**src/rtl/serial_add_pkg.sv**
```systemverilog
// Shared types and constants for the nibble-serial CLA adder.
// Holds the FSM state encoding and the slice width.
package serial_add_pkg;

  localparam int NIBBLE_W = 4;

  typedef enum logic [1:0] {
    IDLE = 2'd0,
    RUN  = 2'd1,
    DONE = 2'd2
  } state_e;

endpackage

```
**src/rtl/serial_cla_adder16_cla4_slice.sv**
```systemverilog
// Combinational 4-bit carry-lookahead adder slice.
// Reused once per nibble by the serial adder.
module cla4_slice
  import serial_add_pkg::*;
(
  input  logic [NIBBLE_W-1:0] a,
  input  logic [NIBBLE_W-1:0] b,
  input  logic                cin,
  output logic [NIBBLE_W-1:0] s,
  output logic                cout
);

  logic [3:0] w_g;
  logic [3:0] w_p;
  logic [4:0] w_c;

  assign w_g = a & b;
  assign w_p = a ^ b;

  // every carry is flattened from g/p/cin, none ripples
  assign w_c[0] = cin;
  assign w_c[1] = w_g[0]
                | (w_p[0] & cin);
  assign w_c[2] = w_g[1]
                | (w_p[1] & w_g[0])
                | (w_p[1] & w_p[0] & cin);
  assign w_c[3] = w_g[2]
                | (w_p[2] & w_g[1])
                | (w_p[2] & w_p[1] & w_g[0])
                | (w_p[2] & w_p[1] & w_p[0] & cin);
  assign w_c[4] = w_g[3]
                | (w_p[3] & w_g[2])
                | (w_p[3] & w_p[2] & w_g[1])
                | (w_p[3] & w_p[2] & w_p[1] & w_g[0])
                | (w_p[3] & w_p[2] & w_p[1] & w_p[0] & cin);

  assign s    = w_p ^ w_c[3:0];
  assign cout = w_c[4];

endmodule

```
**src/rtl/serial_cla_adder16.sv**
```systemverilog
// Nibble-serial adder: one CLA slice per cycle, valid/ready on both sides.
// Define SERIAL_ADD_OVF_EN to add the registered signed-overflow output ovf.
module serial_cla_adder16
  import serial_add_pkg::*;
#(
  parameter int WIDTH = 16
) (
  input  logic             clk,
  input  logic             rst,
  input  logic             in_valid,
  output logic             in_ready,
  input  logic [WIDTH-1:0] a,
  input  logic [WIDTH-1:0] b,
  input  logic             cin,
  output logic             out_valid,
  input  logic             out_ready,
  output logic [WIDTH-1:0] sum,
  output logic             cout
`ifdef SERIAL_ADD_OVF_EN
  ,
  output logic             ovf
`endif
);

  localparam int NIB   = WIDTH / NIBBLE_W;
  localparam int IDX_W = (NIB > 1) ? $clog2(NIB) : 1;
  localparam logic [IDX_W-1:0] LAST = IDX_W'(NIB - 1);

  state_e r_state;
  state_e w_next;

  logic [WIDTH-1:0] r_a;
  logic [WIDTH-1:0] r_b;
  logic [WIDTH-1:0] r_sum;
  logic             r_carry;
  logic             r_cout;
  logic [IDX_W-1:0] r_idx;

  logic [NIBBLE_W-1:0] w_na;
  logic [NIBBLE_W-1:0] w_nb;
  logic [NIBBLE_W-1:0] w_s;
  logic                w_co;
  logic                w_last;

  assign w_na   = NIBBLE_W'(r_a >> {r_idx, 2'b00});
  assign w_nb   = NIBBLE_W'(r_b >> {r_idx, 2'b00});
  assign w_last = (r_idx == LAST);

  cla4_slice u_slice (
    .a    (w_na),
    .b    (w_nb),
    .cin  (r_carry),
    .s    (w_s),
    .cout (w_co)
  );

  always_ff @(posedge clk) begin
    if (rst) r_state <= IDLE;
    else     r_state <= w_next;
  end

  always_comb begin
    w_next = r_state;
    unique case (r_state)
      IDLE:    if (in_valid)  w_next = RUN;
      RUN:     if (w_last)    w_next = DONE;
      DONE:    if (out_ready) w_next = IDLE;
      default: w_next = IDLE;
    endcase
  end

  assign in_ready  = (r_state == IDLE);
  assign out_valid = (r_state == DONE);
  assign sum       = r_sum;
  assign cout      = r_cout;

`ifdef SERIAL_ADD_OVF_EN
  logic r_ovf;
  logic w_c_msb;

  // carry into the MSB recovered from the top bit's sum
  assign w_c_msb = w_na[3] ^ w_nb[3] ^ w_s[3];
  assign ovf     = r_ovf;

  always_ff @(posedge clk) begin
    if (rst)                       r_ovf <= 1'b0;
    else if (r_state == RUN && w_last) r_ovf <= w_c_msb ^ w_co;
  end
`endif

  always_ff @(posedge clk) begin
    if (rst) begin
      r_a     <= '0;
      r_b     <= '0;
      r_sum   <= '0;
      r_carry <= 1'b0;
      r_cout  <= 1'b0;
      r_idx   <= '0;
    end else begin
      unique case (r_state)
        IDLE: begin
          if (in_valid) begin
            r_a     <= a;
            r_b     <= b;
            r_carry <= cin;
            r_idx   <= '0;
          end
        end
        RUN: begin
          r_sum[{r_idx, 2'b00} +: NIBBLE_W] <= w_s;
          r_carry <= w_co;
          r_idx   <= r_idx + IDX_W'(1);
          if (w_last) r_cout <= w_co;
        end
        default: ;
      endcase
    end
  end

endmodule

```
**config.mk**
```make
export PLATFORM = sky130hd
export DESIGN_NAME = serial_cla_adder16
export DESIGN_NICKNAME = d
export VERILOG_FILES = /design/src/rtl/serial_add_pkg.sv /design/src/rtl/serial_cla_adder16_cla4_slice.sv /design/src/rtl/serial_cla_adder16.sv
export SDC_FILE = /design/constraint.sdc
export NUM_CORES = 1
export LEC_CHECK = 0
export ABC_CLOCK_PERIOD_IN_PS = 5880
export BUFFER_PORTS_ARGS = -buffer_cell sky130_fd_sc_hd__buf_2
export CAP_MARGIN = 20
export CORE_MARGIN = 4
export CORE_UTILIZATION = 40
export CTS_BUF_LIST = sky130_fd_sc_hd__clkbuf_16
export CTS_CLUSTER_DIAMETER = 30
export DETAILED_ROUTE_END_ITERATION = 8
export PLACE_DENSITY = 0.71
export SYNTH_ARGS = -nofsm -noshare
export SYNTH_HDL_FRONTEND = slang
export SYNTH_SLANG_ARGS = --single-unit
```
**constraint.sdc**
```tcl
create_clock -name clk -period 5.88 [get_ports clk]
set_input_delay 0.882 -clock clk [delete_from_list [all_inputs] [get_ports clk]]
set_output_delay 0.882 -clock clk [all_outputs]
set_load 0.005 [all_outputs]
```
==> flow_metrics.env <==
export IMPL_outcome="complete, no violations"
export IMPL_pwr_share_seq=0.486
export IMPL_finalSetupTns_ps=0
export IMPL_post_cts_setup_buffers=0
export IMPL_drt_iter0_markers=80
export IMPL_drv_cap=0
export IMPL_hold_violations=0
export IMPL_synthAdderAreaFrac=0.0603
export IMPL_dieArea_um2=7320
export IMPL_grt_ovfl_total=0
export IMPL_synthCells=271
export IMPL_p_switching_mw=0.195
export IMPL_vdd_drop_max_mv=0.153
export IMPL_cts_tree="yes"
export IMPL_post_cts_resized=0
export IMPL_swShare=0.238
export IMPL_drc=0
export IMPL_combPwrFrac=0.124
export IMPL_drtAntennaViolNets=0
export IMPL_syn_area_per_cell_um2=8.88
export IMPL_synth_compound_area_share=0.154
export IMPL_ys_warn_count=0
export IMPL_cp_arrival_ps=3020
export IMPL_fin_crit_sh=0.486
export IMPL_leakage_nw=1.18
export IMPL_die_y_um=85.6
export IMPL_grt_pass1_vias=1930
export IMPL_vias=2040
export IMPL_cp_start_kind="register"
export IMPL_internal_power_mw=0.625
export IMPL_antenna_found_initial=0
export IMPL_async_reset_ff_frac=0
export IMPL_final_max_slew_viol_count=0
export IMPL_synth_distinct_cells=34
export IMPL_grt_pass1_wl_um=9160
export IMPL_grt_max_degree=54
export IMPL_finalClockSkew_ps=3.86
export IMPL_max_freq_mhz=350
export IMPL_synthMuxAreaShare=0.0749
export IMPL_start_util=0.424
export IMPL_drive_gt1_frac=0.242
export IMPL_synth_area_um2=2410
export IMPL_gp_congestion=0.757
export IMPL_tightest_slew_ps=1020
export IMPL_ys_flop_type="dfxtp_1"
export IMPL_synth_xor_area_frac=0.00728
export IMPL_cts_sinks=54
export IMPL_clkPwrFrac=0.390
export IMPL_fp_row_count=27
export IMPL_fillers=554
export IMPL_placed_area_um2=2690
export IMPL_htree_num_levels=2
export IMPL_synth_edff_count=0
export IMPL_diodes=0
export IMPL_ioPinCount=56
export IMPL_min_path_type="reg -> reg"
export IMPL_synthSimpleGateAreaFrac=0.212
export IMPL_core_um2=5680
export IMPL_cts_inserted_buffers=5
export IMPL_relSlewSlack=0.319
export IMPL_mostFrequentLayoutCell="nand2_1"
export IMPL_area_growth_pct=19.4
export IMPL_viasPerCell=5.23
export IMPL_drt_wl_total_um=5650
export IMPL_rsz0062_at_grt="no"
export IMPL_stdcell_area_um2=2870
export IMPL_r2r_cells=6
export IMPL_io_buffers=55
export IMPL_cts_buffer_depth=2
export IMPL_critPathRequiredTime_ps=6040
export IMPL_seq_area_frac_synth=0.449
export IMPL_yosys_register_bits=54
export IMPL_holdPathStages=2
export IMPL_ctsHoldBuffers=0
export IMPL_syn_num_nets=319
export IMPL_layout_common_cells="nand2_1, buf_2, dfxtp_1"
export IMPL_synth_top_family_by_area="simple AND/OR/NAND/NOR gates"
export IMPL_die_w_um=85.6
export IMPL_path_class="reg -> reg"
export IMPL_powerDensity_nw_per_um2=285
export IMPL_insertion_delay_ps=290
export IMPL_drtPass1Iterations=4
export IMPL_setup_viol_count_final=0
export IMPL_fin_cells=390
export IMPL_r2r_slack_ps=3020
export IMPL_endpoint_kind="register"
export IMPL_path_max_fanout=17
export IMPL_hpwl_um=4060
export IMPL_fin_nets=366
export IMPL_grt_usage=0.156
export IMPL_cts_root_buf="clkbuf_16"
export IMPL_finalCriticalPeriod_ps=2860
export IMPL_wl_per_cell_um=14.5
export IMPL_clk_pin_slew_ps=70
export IMPL_dp_cells=382
-- stage by stage --
step                      hold slack (ps)  utilization  power (mW)  setup slack [ps]
after floorplan                       433            -       0.475              3400
after global placement                440        0.473       0.501              3090
after detailed placement              447        0.473       0.504              3000
after CTS                             457        0.501       0.825              2980
after global routing                  472        0.506       0.854              2760
final                                 454        0.506       0.820              3020
-- cell type report --
| class | instances | area, um2 | area share |
|---|---|---|---|
| well taps | 72 | 90.1 | 0.0314 |
| multi-input cells | 197 | 1220 | 0.426 |
| flip-flops and latches | 54 | 1080 | 0.376 |
| clock inverters | 2 | 33.8 | 0.0118 |
| inverters | 4 | 15.0 | 0.00523 |
| repair buffers | 56 | 303 | 0.105 |
| clock buffers | 5 | 125 | 0.0436 |
-- Yosys cell counts, types with 2 or more instances --
master    instances  area [um2]
ha_1             10         125
nor2_1           16        60.1
dfxtp_1          54        1080
buf_4             3        22.5
o21ai_0           3        15.0
nand3b_1          2        15.0
mux4_2            8         180
buf_2             5        25.0
nand2_1          80         300
a21oi_1          39         195
a22oi_1           8        60.1
a32oi_1           4        35.0
o21bai_1          3        22.5
nor2b_1           2        12.5
clkbuf_1          7        26.3
nand3_1           4        20.0
inv_1             4        15.0
nand2b_1          3        18.8
-- worst paths after layout --
path,to,startpoint
worst max-delay path,sum[15],r_idx[0]
worst min-delay path,sum[11],sum[11]
worst max register to register,sum[15],r_idx[0]
worst min register to register,sum[11],sum[11]
-- power by group through the flow --
| stage | clock network [mW] | logic (mW) | registers [mW] |
|---|---|---|---|
| 3_3_place_gp | 0 | 0.0960 | 0.405 |
| 3_5_place_dp | 0 | 0.0978 | 0.407 |
| 6_report | 0.320 | 0.102 | 0.398 |
| 2_1_floorplan | 0 | 0.0752 | 0.399 |
| 4_1_cts | 0.328 | 0.0985 | 0.398 |
| 5_1_grt | 0.340 | 0.114 | 0.401 |
-- worst max-delay path: stages (launching register included) --
cell and delay (ps):
dfxtp_1 910, mux4_2 630, ha_1 310, a211oi_2 270
o21bai_1 140, xnor2_1 320, o21ai_0 140
-- registers in the layout, indices dropped and copies added (netlist names) --
register,cells
r_b,16
r_state,2
sum,16
r_idx,2
r_a,16
cout,1
r_carry,1
-- cells by family after synthesis --
kind of cell / after synthesis
and+or+nand+nor: 114
adders and majority gates: 11
buffers and inverters: 20
AOI/OAI and AO/OA: 62
DFF: 54
xor gates and xnor gates: 2
muxes: 8
-- metal layers --
| metal | wire length [um] | GRT usage | part of all wire | vias to the layer above |
|---|---|---|---|---|
| met2 | 2700 | 0.255 | 0.48 | 54 |
| li1 | - | - | - | 1015 |
| met4 | 170 | 0.0662 | 0.030 | 0 |
| met5 | 0 | 0 | 0 | - |
| met3 | 278 | 0.0307 | 0.049 | 15 |
| met1 | 2500 | 0.199 | 0.44 | 956 |
Power figures use the tool's default switching activity.
